--- src/rtl/apb_pkg.sv ---
// Shared APB master types: transfer state encoding, default widths and timeout.
// The counter width helper is sized so a count of TIMEOUT never wraps.
package apb_pkg;

  localparam int DEF_ADDR_WIDTH = 8;
  localparam int DEF_DATA_WIDTH = 32;
  localparam int DEF_TIMEOUT    = 16;

  typedef enum logic [1:0] {
    IDLE   = 2'd0,
    SETUP  = 2'd1,
    ACCESS = 2'd2
  } apb_state_e;

  function automatic int cnt_width(input int limit);
    return (limit < 1) ? 1 : $clog2(limit + 1);
  endfunction

endpackage

--- src/rtl/apb_timeout_counter.sv ---
// ACCESS wait-state counter: cleared on transfer start, counts PREADY-low cycles.
// Saturates at TIMEOUT-1 and flags expiry; no latency beyond the count register.
module apb_timeout_counter
  import apb_pkg::*;
#(
  parameter int TIMEOUT = DEF_TIMEOUT
) (
  input  logic i_clk,
  input  logic i_rst,
  input  logic i_clear,
  input  logic i_enable,
  output logic o_expired
);

  localparam int            CW    = cnt_width(TIMEOUT);
  localparam logic [CW-1:0] LIMIT = CW'(TIMEOUT - 1);

  logic [CW-1:0] r_cnt;

  always_ff @(posedge i_clk or posedge i_rst) begin
    if (i_rst) begin
      r_cnt <= '0;
    end else if (i_clear) begin
      r_cnt <= '0;
    end else if (i_enable && (r_cnt != LIMIT)) begin
      r_cnt <= r_cnt + CW'(1);
    end
  end

  assign o_expired = (r_cnt == LIMIT);

endmodule

--- src/rtl/apb_master.sv ---
// Single-outstanding APB master: cmd handshake -> SETUP -> ACCESS -> one-cycle rsp pulse.
// Min 3 cycles handshake-to-rsp; cmd_ready only in IDLE, ACCESS aborts after TIMEOUT waits.
module apb_master
  import apb_pkg::*;
#(
  parameter int ADDR_WIDTH = DEF_ADDR_WIDTH,
  parameter int DATA_WIDTH = DEF_DATA_WIDTH,
  parameter int TIMEOUT    = DEF_TIMEOUT
) (
  input  logic                    PCLK,
  input  logic                    PRESET,
  input  logic                    cmd_valid,
  output logic                    cmd_ready,
  input  logic                    cmd_write,
  input  logic [ADDR_WIDTH-1:0]   cmd_addr,
  input  logic [DATA_WIDTH-1:0]   cmd_wdata,
  input  logic [DATA_WIDTH/8-1:0] cmd_strb,
  output logic                    rsp_valid,
  output logic [DATA_WIDTH-1:0]   rsp_rdata,
  output logic                    rsp_err,
  output logic                    rsp_timeout,
  output logic                    PSEL,
  output logic                    PENABLE,
  output logic                    PWRITE,
  output logic [ADDR_WIDTH-1:0]   PADDR,
  output logic [DATA_WIDTH-1:0]   PWDATA,
  output logic [DATA_WIDTH/8-1:0] PSTRB,
  input  logic [DATA_WIDTH-1:0]   PRDATA,
  input  logic                    PREADY,
  input  logic                    PSLVERR
);

  localparam int SW = DATA_WIDTH / 8;

  apb_state_e r_state;
  apb_state_e w_next;
  logic       w_hs;
  logic       w_done;
  logic       w_abort;
  logic       w_expired;

  logic                  r_pwrite;
  logic [ADDR_WIDTH-1:0] r_paddr;
  logic [DATA_WIDTH-1:0] r_pwdata;
  logic [SW-1:0]         r_pstrb;
  logic                  r_rsp_valid;
  logic [DATA_WIDTH-1:0] r_rsp_rdata;
  logic                  r_rsp_err;
  logic                  r_rsp_timeout;

  always_ff @(posedge PCLK or posedge PRESET) begin
    if (PRESET) begin
      r_state <= IDLE;
    end else begin
      r_state <= w_next;
    end
  end

  always_comb begin
    w_next  = r_state;
    w_hs    = 1'b0;
    w_done  = 1'b0;
    w_abort = 1'b0;
    case (r_state)
      IDLE: begin
        if (cmd_valid) begin
          w_hs   = 1'b1;
          w_next = SETUP;
        end
      end
      SETUP: w_next = ACCESS;
      ACCESS: begin
        // A ready slave wins over expiry on the last permitted cycle.
        if (PREADY) begin
          w_done = 1'b1;
          w_next = IDLE;
        end else if (w_expired) begin
          w_abort = 1'b1;
          w_next  = IDLE;
        end
      end
      default: w_next = IDLE;
    endcase
  end

  always_ff @(posedge PCLK or posedge PRESET) begin
    if (PRESET) begin
      r_pwrite      <= 1'b0;
      r_paddr       <= '0;
      r_pwdata      <= '0;
      r_pstrb       <= '0;
      r_rsp_valid   <= 1'b0;
      r_rsp_rdata   <= '0;
      r_rsp_err     <= 1'b0;
      r_rsp_timeout <= 1'b0;
    end else begin
      r_rsp_valid <= w_done | w_abort;
      if (w_hs) begin
        r_pwrite <= cmd_write;
        r_paddr  <= cmd_addr;
        r_pwdata <= cmd_wdata;
        r_pstrb  <= cmd_write ? cmd_strb : '0;
      end
      if (w_done) begin
        r_rsp_rdata   <= r_pwrite ? '0 : PRDATA;
        r_rsp_err     <= PSLVERR;
        r_rsp_timeout <= 1'b0;
      end else if (w_abort) begin
        r_rsp_rdata   <= '0;
        r_rsp_err     <= 1'b1;
        r_rsp_timeout <= 1'b1;
      end
    end
  end

  apb_timeout_counter #(
    .TIMEOUT (TIMEOUT)
  ) u_timeout (
    .i_clk     (PCLK),
    .i_rst     (PRESET),
    .i_clear   (w_hs),
    .i_enable  ((r_state == ACCESS) && !PREADY),
    .o_expired (w_expired)
  );

  // Bus strobes decode straight from state so an async reset drops them at once.
  assign PSEL        = (r_state != IDLE);
  assign PENABLE     = (r_state == ACCESS);
  assign cmd_ready   = (r_state == IDLE) && !PRESET;
  assign PWRITE      = r_pwrite;
  assign PADDR       = r_paddr;
  assign PWDATA      = r_pwdata;
  assign PSTRB       = r_pstrb;
  assign rsp_valid   = r_rsp_valid;
  assign rsp_rdata   = r_rsp_rdata;
  assign rsp_err     = r_rsp_err;
  assign rsp_timeout = r_rsp_timeout;

endmodule
--- config.mk ---
export PLATFORM = sky130hd
export DESIGN_NAME = apb_master
export DESIGN_NICKNAME = d
export VERILOG_FILES = /design/src/rtl/apb_pkg.sv /design/src/rtl/apb_timeout_counter.sv /design/src/rtl/apb_master.sv
export SDC_FILE = /design/constraint.sdc
export NUM_CORES = 1
export LEC_CHECK = 0
export BUFFER_PORTS_ARGS = -buffer_cell sky130_fd_sc_hd__buf_2
export CAP_MARGIN = 30
export CORE_MARGIN = 2
export CORE_UTILIZATION = 49
export DETAILED_ROUTE_END_ITERATION = 8
export HOLD_SLACK_MARGIN = 0.1
export PLACE_DENSITY = 0.85
export SLEW_MARGIN = 20
export SYNTH_ARGS = -nofsm -noshare
export SYNTH_HDL_FRONTEND = slang
export SYNTH_SLANG_ARGS = --single-unit
--- constraint.sdc ---
create_clock -name PCLK -period 4.8 [get_ports PCLK]
set_clock_uncertainty 0.2 [all_clocks]
set_input_delay 0.24 -clock PCLK [delete_from_list [all_inputs] [get_ports PCLK]]
set_output_delay 0.24 -clock PCLK [all_outputs]
set_load 0.1 [all_outputs]
==> summary.md <==
| Metric | Value |
|---|---|
| Outcome | complete, no violations |
| Min-delay worst type | input port to async pin |
| Cts bufs inserted | 9 |
| Final min period | 2.96 ns |
| CP required | 4.82 ns |
| Syn Area/Cell | 10.9 µm² |
| Final Hold Fails | 0 |
| CTS clk-pin slew, worst paths | 0.08 ns |
| Crit end category | flip-flop |
| H-tree Lvls | 3 |
| Vias | 3214 |
| Gp weighted congestion | 0.813 |
| CTS tree | done |
| Max-cap viol count | 0 |
| CTS sink cnt | 87 |
| Antenna violations before repair | 0 |
| Routed vias/inst | 5.09 |
| Setup_tns | 0 ns |
| GRT Resource Usage Total | 0.288 |
| Port Buffer Count | 164 |
| Share of cells above drive strength 1 | 0.338 |
| Largest net degree at the start of global routing | 58 |
| Area Growth Syn to Fin | 58.1% |
| Met1 WL | 4000 µm |
| Initial DRC count | 125 |
| CTS root buffer | clkbuf_8 |
| Register area share after synthesis | 0.660 |
| Routed met3 length | 990 µm |
| CP Cell Sequence | ha_1 -> and3_1 -> ha_1 -> o21ai_4 -> inv_1 -> o22a_1 -> dlygate4sd3_1 |
| Crit-path max FO | 33 |
| First-pass iteration count of the detailed router | 5 |
| Netlist cell types | 26 |
| WHS | 0.265 ns |
| Critical path class | flip-flop to flip-flop |
| Final setup fails | 0 |
| Die width | 86.1 µm |
| Critical path's slowest cell | o21ai_4 |
| CP arrival | 2.98 ns |
| Initial core utilization | 0.514 |
| Syn Std Cell Area | 3300 µm² |
| Max incr delay on CP | 0.67 ns |
| Fmax | 338 MHz |
| Vias in the first global route | 3314 |
| Max Root-Sink Buffers | 2 |
| Global-route wire length before repair | 16600 µm |
| Uppermost routed layer | met4 |
| Synth Instances | 303 |
| Die area | 7410 µm² |
| Core ar. | 6420 µm² |
| Yosys warning count | 0 |
| Worst Tran Pin Value | 0.826 ns |
| Num rows | 29 |
| Worst path most repeated cell | ha_1 |
| Crit share post-route | 0.616 |
| Cts repair resizes | 0 |
| Routed Antenna Nets | 0 |
| Die H | 86.1 µm |
| Skew-Pair Late Insertion Delay | 0.34 ns |
| Hold Buf Count CTS | 85 |
| Postcts setup bufs | 0 |
| Crit path launch type | flip-flop |
| #FFs+latches synth | 87 |
| Met2 WL post-DR | 5040 µm |
| Routed WL | 10200 µm |
| Slew Limit Fails | 0 |
| Syn_nets | 387 |
| DRC errors left | 0 |
| GR Overflow Total | 0 |
| Io pins | 165 |
| Detailed Place HPWL | 5390 µm |
| Slew margin rel. | 0.447 |
| RSZ-0062 raised after global routing | false |
| Drt wl/cell | 16.2 µm |
| Nets | 632 |
state kept, by name, indices dropped and copies added (netlist names):
signal	cells
PADDR	8
PWDATA	32
rsp_timeout	1
rsp_valid	1
rsp_rdata	32
r_state	2
PSTRB	4
PWRITE	1
u_timeout.r_cnt	5
rsp_err	1
placed cells by master, fill, tap and decap left out:
master and instances:
and3_1 1, or2_2 1, buf_8 1, buf_2 164, dlygate4sd3_1 85, o21ai_0 1
ha_1 2, a22o_1 33, o22a_1 1, and3b_1 1, a21boi_0 1, mux2i_1 2
dfrtp_1 87, bufinv_16 2, nand3_1 5, nor4b_2 1, clkbuf_8 11, or4b_1 1
o2bb2ai_1 1, buf_4 2, diode_2 1, nor2_1 2, a21oi_1 2, clkbuf_1 2
inv_2 1, clkinv_2 2, nand4_1 1, inv_1 2, nand2_1 135, or3b_1 1
o21ai_4 1, and2b_4 1
worst max-delay path, delay by kind of cell (launching register included):
family                     cells  cell delay [ns]
AOI/OAI and AO/OA              2             0.90
adders and majority gates      2             0.47
buffers and inverters          2             0.69
DFF                            1             0.41
and+or+nand+nor                1             0.18
synthesized netlist by cell type (all sizes together):
library cell,number,area share
nand3,5,0.0076
nand2,135,0.15
o2bb2ai,1,0.0027
or2,1,0.0019
nor2,2,0.0023
o21ai,2,0.0030
nand4,1,0.0019
and2b,1,0.0030
mux2i,2,0.0061
a21boi,1,0.0023
buf,16,0.034
o22a,1,0.0027
or4b,1,0.0030
and3,1,0.0019
dfrtp,87,0.66
clkbuf,2,0.0023
nor4b,1,0.0045
a22o,33,0.088
and3b,1,0.0027
ha,2,0.0076
inv,4,0.0045
or3b,1,0.0027
a21oi,2,0.0030
path summary, 6_finish.rpt:
| kind | start | to | slack (ns) | cells after the start |
|---|---|---|---|---|
| max | u_timeout.r_cnt[0] | rsp_err | 1.84 | 7 |
| min | PRESET | rsp_rdata[13] | 0.27 | 3 |
| max reg2reg | u_timeout.r_cnt[0] | rsp_err | 1.84 | 7 |
| min reg2reg | u_timeout.r_cnt[3] | u_timeout.r_cnt[3] | 0.27 | 1 |
| max in group asynchronous | PRESET | PADDR[2] | 3.04 | 4 |
| min in group PCLK | u_timeout.r_cnt[3] | u_timeout.r_cnt[3] | 0.27 | 1 |
cell families (layout without fill, tap and decap cells):
group / after synthesis / in the layout / synth area share
muxes: 2 / 2 / 0.00607
adders and majority gates: 2 / 2 / 0.00758
AOI/OAI and AO/OA: 40 / 40 / 0.101
buffers and inverters: 22 / 272 / 0.0406
other: 0 / 1 / 0
and+or+nand+nor: 150 / 150 / 0.185
DFF: 87 / 87 / 0.660
routing by layer:
metal  GRT usage  vias to the layer above
li1            -                     1486
met1       0.362                     1545
met2       0.482                      167
met3      0.0780                       16
met4      0.0996                        0
met5           0                        -
final cells by class:
cell class | instances | area (µm²)
inverters | 4 | 16.3
clock inverters | 3 | 65.1
multi-input cells | 194 | 1000
repair buffers | 252 | 1700
flip-flops and latches | 87 | 2180
clock buffers | 13 | 159
well taps | 77 | 96.3
fillers | 350 | 1200
diodes | 1 | 2.50
through the flow:
step / utilization / instance area [µm²] / setup slack [ns] / cells
global placement: 0.641 / 4120 / 2.18 / 528
global route: 0.812 / 5220 / 1.69 / 630
finish: 0.813 / 5220 / 1.84 / 631
CTS: 0.812 / 5220 / 1.85 / 630
floorplan: - / 3300 / 2.09 / 303
detailed placement: 0.645 / 4140 / 2.42 / 529
Power is left out: the tool's default activity adds up to more than one toggle a clock period on the data nets, which glitch-free logic cannot reach.
